$ cat config.mk
export PLATFORM = sky130hd
export DESIGN_NAME = pool_window_sequencer_flat
export DESIGN_NICKNAME = d
export VERILOG_FILES = /design/src/rtl/pool_window_sequencer_if.sv /design/src/rtl/pool_window_sequencer.sv /design/src/flat_wrapper.sv
export SDC_FILE = /design/constraint.sdc
export NUM_CORES = 1
export LEC_CHECK = 0
export CAP_MARGIN = 20
export CORE_MARGIN = 2
export CORE_UTILIZATION = 55
export DETAILED_ROUTE_END_ITERATION = 16
export PLACE_DENSITY = 0.86
export RECOVER_POWER = 25
export SYNTH_ARGS = -nofsm -noshare
export SYNTH_HDL_FRONTEND = slang
export SYNTH_SLANG_ARGS = --single-unit
export TNS_END_PERCENT = 20
$ cat constraint.sdc
create_clock -name clk -period 7.6 [get_ports clk]
set_input_delay 1.52 -clock clk [delete_from_list [all_inputs] [get_ports clk]]
set_output_delay 1.52 -clock clk [all_outputs]
set_load 0.02 [all_outputs]
$ cat src/rtl/pool_window_sequencer_if.sv
// pool_window_sequencer_if
//   Groups the three buses that the window sequencer drives or consumes:
//   - input feature-map RAM read port (rd_en / rd_addr / rd_data)
//   - pooling-unit start/finish handshake (pool_start / pool_win / pool_finish / pool_pixel)
//   - output RAM write port (wr_en / wr_addr / wr_data)
//
//   Handshake semantics (pooling unit):
//     The sequencer raises pool_start with pool_win stable and holds both
//     until it has seen pool_finish=1. pool_pixel is valid while pool_finish=1.
//     The sequencer then drops pool_start and the pooling unit must drop
//     pool_finish before the next pool_start is raised. The read port has a
//     fixed 1-cycle latency: rd_data is valid the cycle after rd_en=1.
//
//   Modports: master = sequencer side, slave = RAM / pooling-unit side.
interface pool_window_sequencer_if #(
  parameter int DW  = 16,
  parameter int WIN = 5,
  parameter int AW  = 10
);
  logic                  rd_en;
  logic [AW-1:0]         rd_addr;
  logic [DW-1:0]         rd_data;
  logic                  pool_start;
  logic [WIN*WIN*DW-1:0] pool_win;
  logic                  pool_finish;
  logic [DW-1:0]         pool_pixel;
  logic                  wr_en;
  logic [AW-1:0]         wr_addr;
  logic [DW-1:0]         wr_data;

  modport master (
    output rd_en, rd_addr, pool_start, pool_win, wr_en, wr_addr, wr_data,
    input  rd_data, pool_finish, pool_pixel
  );

  modport slave (
    input  rd_en, rd_addr, pool_start, pool_win, wr_en, wr_addr, wr_data,
    output rd_data, pool_finish, pool_pixel
  );
endinterface

$ cat src/rtl/pool_window_sequencer.sv
// pool_window_sequencer
//   Walks a feature map held in a 1-cycle-latency RAM, assembles each
//   WIN x WIN window (pixels outside the image read as 0), hands it to the
//   pooling unit via the start/finish handshake and writes the pooled result
//   to the output RAM at orow*OUT_W+ocol.
//
//   Ports:
//     clk, rst_n  clock (rising edge), asynchronous active-low reset
//     go          start a full-image pass (accepted in IDLE only)
//     busy        high from go acceptance until the pass completes
//     done        1-cycle pulse after the last result has been written
//     err         sticky watchdog error (constant 0 unless POOL_TIMEOUT_EN)
//     state_dbg   current FSM state encoding
//     bus         pool_window_sequencer_if.master (RAM read, pool handshake, RAM write)
//
//   Optional feature macro: POOL_TIMEOUT_EN -- adds a TMO-cycle watchdog on
//   the ISSUE and RELEASE waits; on expiry the pass is abandoned and err set.
module pool_window_sequencer #(
  parameter int DW     = 16,
  parameter int IMG_W  = 28,
  parameter int IMG_H  = 28,
  parameter int WIN    = 5,
  parameter int STRIDE = 2,
  parameter int AW     = 10,
  parameter int TMO    = 255
) (
  input  logic                  clk,
  input  logic                  rst_n,
  input  logic                  go,
  output logic                  busy,
  output logic                  done,
  output logic                  err,
  output logic [2:0]            state_dbg,
  pool_window_sequencer_if.master bus
);
  localparam int OUT_W = (IMG_W - 2) / STRIDE + 1;
  localparam int OUT_H = (IMG_H - 2) / STRIDE + 1;
  localparam int NPIX  = WIN * WIN;
  localparam int CW    = $clog2(NPIX + 1);
  localparam int PW    = 16;  // pixel/window coordinate width

  typedef enum logic [2:0] {
    IDLE    = 3'd0,
    FETCH   = 3'd1,
    ISSUE   = 3'd2,
    CAPTURE = 3'd3,
    RELEASE = 3'd4,
    FINISH  = 3'd5
  } state_t;

  state_t          state, state_n;
  logic [CW-1:0]   fcnt;          // fetch step, 0..NPIX (NPIX = drain cycle)
  logic [PW-1:0]   wrow, wcol;    // pixel position inside the window
  logic [PW-1:0]   orow, ocol;    // output (window) coordinates
  logic            st_vld, st_inb;
  logic [CW-1:0]   st_idx;        // window slot that the returning read fills
  logic [DW-1:0]   win_q [NPIX];
  logic [DW-1:0]   pix_q;
  logic [PW-1:0]   prow, pcol;
  logic            inb, fetching, last_win, rd_go, tmo_hit;

  always_comb begin
    prow     = orow * PW'(STRIDE) + wrow;
    pcol     = ocol * PW'(STRIDE) + wcol;
    inb      = (prow < PW'(IMG_H)) && (pcol < PW'(IMG_W));
    fetching = (state == FETCH) && (fcnt < CW'(NPIX));
    rd_go    = fetching && inb;
    last_win = (orow == PW'(OUT_H - 1)) && (ocol == PW'(OUT_W - 1));
  end

`ifdef POOL_TIMEOUT_EN
  localparam int TW = $clog2(TMO + 1);
  logic [TW-1:0] tmo_cnt;
  logic          err_q;

  // Counts cycles spent waiting in the current ISSUE or RELEASE visit.
  assign tmo_hit = (tmo_cnt == TW'(TMO - 1)) &&
                   (((state == ISSUE) && !bus.pool_finish) ||
                    ((state == RELEASE) && bus.pool_finish));
  assign err = err_q;

  always_ff @(posedge clk or negedge rst_n) begin
    if (!rst_n) begin
      tmo_cnt <= '0;
      err_q   <= 1'b0;
    end else begin
      if (state_n != state)
        tmo_cnt <= '0;
      else if ((state == ISSUE) || (state == RELEASE))
        tmo_cnt <= tmo_cnt + 1'b1;
      if (tmo_hit)
        err_q <= 1'b1;
    end
  end
`else
  assign tmo_hit = 1'b0;
  assign err     = 1'b0;
`endif

  always_comb begin
    state_n = state;
    case (state)
      IDLE:    if (go && !bus.pool_finish) state_n = FETCH;
      FETCH:   if (fcnt == CW'(NPIX)) state_n = ISSUE;
      ISSUE:   if (bus.pool_finish) state_n = CAPTURE;
               else if (tmo_hit)    state_n = IDLE;
      CAPTURE: state_n = RELEASE;
      RELEASE: if (!bus.pool_finish) state_n = last_win ? FINISH : FETCH;
               else if (tmo_hit)     state_n = IDLE;
      FINISH:  state_n = IDLE;
      default: state_n = IDLE;
    endcase
  end

  always_comb begin
    busy           = (state == FETCH) || (state == ISSUE) ||
                     (state == CAPTURE) || (state == RELEASE);
    done           = (state == FINISH);
    state_dbg      = state;
    bus.pool_start = (state == ISSUE) || (state == CAPTURE);
    bus.rd_en      = rd_go;
    bus.rd_addr    = '0;
    if (rd_go)
      bus.rd_addr = AW'(prow * PW'(IMG_W) + pcol);
    bus.wr_en   = (state == CAPTURE);
    bus.wr_addr = '0;
    bus.wr_data = '0;
    if (state == CAPTURE) begin
      bus.wr_addr = AW'(orow * PW'(OUT_W) + ocol);
      bus.wr_data = pix_q;
    end
    for (int i = 0; i < NPIX; i++)
      bus.pool_win[i*DW +: DW] = win_q[i];
  end

  always_ff @(posedge clk or negedge rst_n) begin
    if (!rst_n) begin
      state  <= IDLE;
      fcnt   <= '0;
      wrow   <= '0;
      wcol   <= '0;
      orow   <= '0;
      ocol   <= '0;
      st_vld <= 1'b0;
      st_inb <= 1'b0;
      st_idx <= '0;
      pix_q  <= '0;
      for (int i = 0; i < NPIX; i++)
        win_q[i] <= '0;
    end else begin
      state <= state_n;

      // One-stage pipeline matching the RAM latency: the slot issued this
      // cycle is filled next cycle, with 0 for out-of-image pixels.
      st_vld <= fetching;
      st_inb <= inb;
      st_idx <= fcnt;
      if (st_vld)
        win_q[st_idx] <= st_inb ? bus.rd_data : '0;

      if (fetching) begin
        fcnt <= fcnt + 1'b1;
        if (wcol == PW'(WIN - 1)) begin
          wcol <= '0;
          wrow <= wrow + 1'b1;
        end else begin
          wcol <= wcol + 1'b1;
        end
      end else if (state != FETCH) begin
        fcnt <= '0;
        wrow <= '0;
        wcol <= '0;
      end

      if ((state == ISSUE) && bus.pool_finish)
        pix_q <= bus.pool_pixel;

      if ((state == IDLE) && (state_n == FETCH)) begin
        orow <= '0;
        ocol <= '0;
      end else if ((state == RELEASE) && (state_n == FETCH)) begin
        if (ocol == PW'(OUT_W - 1)) begin
          ocol <= '0;
          orow <= orow + 1'b1;
        end else begin
          ocol <= ocol + 1'b1;
        end
      end
    end
  end
endmodule

$ cat src/flat_wrapper.sv
// flat-port wrapper written by rule: the top's interface ports become plain ports
module pool_window_sequencer_flat 
#(
  parameter int DW     = 16,
  parameter int IMG_W  = 28,
  parameter int IMG_H  = 28,
  parameter int WIN    = 5,
  parameter int STRIDE = 2,
  parameter int AW     = 10,
  parameter int TMO    = 255
)
  (clk, rst_n, go, busy, done, err, state_dbg, bus_rd_en, bus_rd_addr, bus_pool_start, bus_pool_win, bus_wr_en, bus_wr_addr, bus_wr_data, bus_rd_data, bus_pool_finish, bus_pool_pixel);
  pool_window_sequencer_if #(.DW(DW), .WIN(WIN), .AW(AW)) bus_i ();
  input  logic clk;
  input  logic rst_n;
  input  logic go;
  output logic busy;
  output logic done;
  output logic err;
  output logic [2:0] state_dbg;
  output wire logic [$bits(bus_i.rd_en)-1:0] bus_rd_en;
  output wire logic [$bits(bus_i.rd_addr)-1:0] bus_rd_addr;
  output wire logic [$bits(bus_i.pool_start)-1:0] bus_pool_start;
  output wire logic [$bits(bus_i.pool_win)-1:0] bus_pool_win;
  output wire logic [$bits(bus_i.wr_en)-1:0] bus_wr_en;
  output wire logic [$bits(bus_i.wr_addr)-1:0] bus_wr_addr;
  output wire logic [$bits(bus_i.wr_data)-1:0] bus_wr_data;
  input wire logic [$bits(bus_i.rd_data)-1:0] bus_rd_data;
  input wire logic [$bits(bus_i.pool_finish)-1:0] bus_pool_finish;
  input wire logic [$bits(bus_i.pool_pixel)-1:0] bus_pool_pixel;
  assign bus_rd_en = bus_i.rd_en;
  assign bus_rd_addr = bus_i.rd_addr;
  assign bus_pool_start = bus_i.pool_start;
  assign bus_pool_win = bus_i.pool_win;
  assign bus_wr_en = bus_i.wr_en;
  assign bus_wr_addr = bus_i.wr_addr;
  assign bus_wr_data = bus_i.wr_data;
  assign bus_i.rd_data = bus_rd_data;
  assign bus_i.pool_finish = bus_pool_finish;
  assign bus_i.pool_pixel = bus_pool_pixel;
  pool_window_sequencer #(.DW(DW), .IMG_W(IMG_W), .IMG_H(IMG_H), .WIN(WIN), .STRIDE(STRIDE), .AW(AW), .TMO(TMO)) u_core (.clk(clk), .rst_n(rst_n), .go(go), .busy(busy), .done(done), .err(err), .state_dbg(state_dbg), .bus(bus_i));
endmodule
Word-level counts from Yosys, hierarchy flattened
Cells that the tools add are included.

word-level totals
  bits in registers = 495
  input port bits = 36

cells by class
  $add $sub $neg = 9
  equal/unequal tests = 12
  mux-type cells = 26
  order comparisons = 5
  $mul = 2
  bitwise operators = 1
  reduce and logical (&&, ||, !) cells = 20

operators by type and width
  kind                                                      number
  bitwise mux 400 bit                                       1
  two-way mux 16 bit                                        14
  demux 16 bit (select 5 bit)                               1
  adder 16 x 1 -> 16 bit, second input constant             4
  adder 16 bit                                              2
  == test 16 x 4 -> 1 bit, second input constant            2
  < comparator 16 x 5 -> 1 bit, second input constant       2
  adder 10 bit                                              2
  two-way mux 10 bit                                        2
  == test 16 x 3 -> 1 bit, second input constant            1
  multiplier 16 x 3 -> 8 bit, second input constant         1
  multiplier 16 x 3 -> 9 bit, second input constant         1
  two-way mux 3 bit                                         5
  case mux 3 bit (5 select lines)                           1
  two-way mux 5 bit                                         2
  logical AND 1 bit                                         9
  == test 3 x 1 -> 1 bit, second input constant             2
  == test 3 x 2 -> 1 bit, second input constant             2
  == test 3 bit, second input constant                      2
  greater-or-equal comparator 6 bit, second input constant  1
  < comparator 6 x 1 -> 1 bit, second input constant        1
  inverter 5 -> 6 bit                                       1
  nonzero test 2 bit                                        3
  adder 5 x 1 -> 5 bit, second input constant               1
  other kinds (8)                                           12

Longest topological paths before layout
  word-level depth = 9
  depth in mapped cells = 15
  gate-level depth less buffers = 15

Worst setup path after synthesis
Ideal clock, no wire load.

  path type = register to output
  from = reg u_core.orow[0]
  to = out bus_rd_addr[9]
  slack = 2,364 ps
  arrival = 3,716 ps
  cell stages (with the launch flop) = 15
  cell sequence = dfrtp_1 -> ha_1 -> fa_1 -> xor2_1 -> fa_1 -> inv_1 -> fa_1 -> inv_1 -> ha_1 -> nor2b_1 -> o21a_1 -> nor4_1 -> nor3_1 -> xnor2_1 -> and2_1

between the ends
  word-level cells in the longest chain between the ends = 5

ends and longest elaborated chain
  item                                                                                RTL line                      text
  start: declaration                                                                  pool_window_sequencer.sv:54   logic [PW-1:0] orow, ocol;
  start signal: assignment                                                            pool_window_sequencer.sv:184  orow <= orow + 1'b1;
  adder 16 bit *                                                                      pool_window_sequencer.sv:63   prow = orow * PW'(STRIDE) + wrow;
  parallel branches: the longest is 3 deep, another holds multiplier 16 x 3 -> 8 bit  n/a
  two-way mux 10 bit *                                                                pool_window_sequencer.sv:123  if (rd_go)
  end: declaration                                                                    flat_wrapper.sv:22            output wire logic [$bits(bus_i.rd_addr)-1:0] bus_rd_addr;

Mark *: on every way between the ends.

Worst setup path after layout
Same ends and word-level chain as after synthesis.

==> metrics.csv <==
metric;value;unit
GR Overflow Total;0;
CP startpoint kind;flip-flop;
Global Route Usage Sum;33.4;%
fin nets;2732;
Rows;72;
cts hold-fix bufs;0;
hold path cells;0;
Setup Viol. Count Final;0;
share of synthesized flip-flops with an asynchronous set or reset;100;%
DIE HEIGHT;202;µm
vias in the first global route;18260;
Mean Syn Cell Area;9.94;µm²
GPL Wtd Cong;0.911;
outcome;finished with violations;
portion of netlist area occupied by mux cells;1.02;%
Antenna Cells;0;
actual slew at the worst max-slew pin;5.09;ns
Final Cycle Share;88.9;%
First-pass DRT Iterations;5;
Hold EP;u_core.st_idx[4];
Max VDD drop;0.760;mV
share of cells above drive strength 1;4.28;%
CP peak stage delay;0.60;ns
violated checks;capacitance limit, slew limit;
Port Buffers;479;
Finished Cell Area;0.0284;mm²
Initial Util;55.9;%
area of the core;0.0387;mm²
H-tree Lvls;2;
die area;0.0409;mm²
pin count of the biggest net entering global routing;172;
Worst R2R Path Depth;10;
Pleak;0.0134;µW
CTS max path bufs;3;
CTS Buf Count;50;
CTS tree;done;
Post-CTS Setup Bufs;0;
clock skew;0.0211;ns
Post-Syn Area;0.0216;mm²
final hold violations;0;
WL final;70100;µm
DR vias;18523;
slew margin rel.;-240;%
synthesized flop and latch total;495;
power per cell area;465;mW/mm²
Achievable Freq;148;MHz
Top FF cell, synth;dfrtp_1;
adder-cell share of the synthesized area;5.72;%
fin. max-slew vios;317;
post-CTS sizing;0;
share of the synthesized area in the top cell type;57.2;%
post-route setup TNS;0;ns
initial antenna violation count;0;
Synth Net Count;2303;
Hold Crit Start;u_core.fcnt[4];
synth-to-layout area growth;31.1;%
arrival time at the worst endpoint;5.24;ns
crit-path cells;ha_1, fa_1, xor2_1, fa_1, ha_1, a21o_1, a21oi_1, xnor2_1, ha_1, nor3_1, nor3_1, xnor2_1, and2_1, clkdlybuf4s50_1;
Worst Slack Setup Final;0.842;ns
number of DRC markers in iteration 0;1402;
Worst path depth;14;
DP HPWL;47300;µm
Synth Area in XOR/XNOR;3.72;%
largest family of logic cells by synthesized area;simple AND/OR/NAND/NOR gates;
Routed WL per cell;22.2;µm
WP buf/inv;1;
Remaining DRCs;0;
crit path kind;flip-flop to primary output;
Worst setup EP type;primary output;
Hold Path Class;flip-flop to flip-flop;
number of synthesized flops with an enable pin;0;
Setup WS pre-CTS;1.51;ns
Final Core Density;73.2;%
ranking of synthesized cells by area;dfrtp_1, o21ai_0, nand2_1, ha_1, xnor2_1;
post-synthesis sequential area ratio;57.2;%
slowest cell on the critical path;clkdlybuf4s50_1;
CP most frequent cell;ha_1;
RSZ-0062 raised after global routing;no;
vias per cell;5.86;
crit-path max FO;8;
FF-to-FF setup slack;3.87;ns
io pins;481;
Synth Area in Compound Gates;13.9;%
Synth cell types;66;
non-filler instance count after layout;3159;
first-pass GRT wire length;106000;µm
Mapped Cells;2177;
Simple-Gate Fraction of Synth Area;15.5;%
die span in x;202;µm
minimum clock period;6.76;ns
Yosys warnings;0;
CTS Root Buffer Type;clkbuf_16;
Yosys top cell by area;dfrtp_1;
Placed Area;0.0269;mm²
Worst-Skew Late Latency;0.59;ns
Worst Path Required;6.08;ns
worst flop-to-flop path endpoint;u_core.orow[14];
antenna-violating nets left;0;
max cap viols;9;
placed cell count;3066;
Worst-path clk slew;0.06;ns
Reg2Reg Launch Point;u_core.ocol[1];
CTS sink cnt;495;
Worst path top cell family by delay;adder cells;
worst max-delay path by stage:
stage | to | start | slack [ns]
after global placement | bus_rd_addr[9] | u_core.orow[0] | 1.53
after detailed placement | bus_rd_addr[9] | u_core.orow[0] | 1.51
after floorplan | bus_rd_addr[9] | u_core.orow[0] | 2.36
after CTS | bus_rd_addr[9] | u_core.orow[0] | 0.85
final | bus_rd_addr[9] | u_core.orow[0] | 0.84
after global routing | bus_rd_addr[9] | u_core.orow[0] | 0.53
cell families (layout without fill, tap and decap cells):
kind of cell	Yosys count	count (layout)
and+or+nand+nor	762	762
AOI/OAI and AO/OA	551	551
DFF	495	495
buffers and inverters	166	630
xor gates and xnor gates	92	92
adders and majority gates	90	90
muxes	20	20
other	1	1
state kept, by name, summed over array words and instances (netlist names):
signal	flops
u_core.bus.pool_win	400
u_core.ocol	16
u_core.st_idx	5
u_core.orow	16
u_core.wcol	16
u_core.wrow	16
u_core.st_inb	1
u_core.fcnt	5
u_core.st_vld	1
u_core.pix_q	16
u_core.state_dbg	3
where the power goes:
| group | switching [µW] | internal, µW |
|---|---|---|
| Sequential | 682 | 3610 |
| Combinational | 3790 | 2680 |
| Clock | 1020 | 1400 |
area by class of cell:
cell class / count / area (µm²)
repair buffers: 506 / 4970
fillers: 2601 / 10400
clock buffers: 72 / 1470
multi-input cells: 1516 / 8620
clock inverters: 15 / 143
flip-flops and latches: 495 / 12400
well taps: 518 / 648
inverters: 37 / 139
synth_stat cells, drive strengths merged, types with 4 or more instances:
cell and count:
nor3 21, xnor2 55, mux2i 4, nand4 20
fa 15, a21oi 42, o21ai 432, nand2b 6
mux2 16, ha 75, nor4b 6, and3 35
o31ai 9, o21bai 8, a211oi 4, a31oi 5
o211ai 5, xor2 37, nor2b 9, nand3 29
nand2 491, or3 7, nor4 6, o21a 6
dfrtp 495, inv 37, nor3b 8, nor2 90
clkbuf 126, a21o 22, nand3b 5, and2 8
per-stage QoR:
stage	total power [µW]	hold slack [ns]
floorplan	7510	0.407
global placement	10400	0.426
detailed placement	10700	0.439
CTS	13200	0.454
global route	13900	0.469
finish	13200	0.447
placed cells by master (no fill, tap or decap), types with 29 or more instances in the layout:
cell             synthesis  final
o21ai_0                432    432
clkbuf_16                0     51
clkdlybuf4s50_1          0    463
nand3_1                 29     29
and3_1                  35     35
dfrtp_1                495    495
a21oi_1                 40     40
xnor2_1                 55     55
nor2_1                  90     90
xor2_1                  37     37
nand2_1                491    491
ha_1                    75     75
clkbuf_1               126     29
inv_1                   37     37
metal layers:
| metal | track usage [%] | wire (µm) | vias up |
|---|---|---|---|
| met4 | 21.7 | 5130 | 0 |
| met3 | 6.14 | 5370 | 266 |
| li1 | - | - | 8265 |
| met1 | 40.6 | 25700 | 9010 |
| met5 | 0 | 0 | - |
| met2 | 54.9 | 33900 | 982 |
Power figures use the tool's default switching activity.
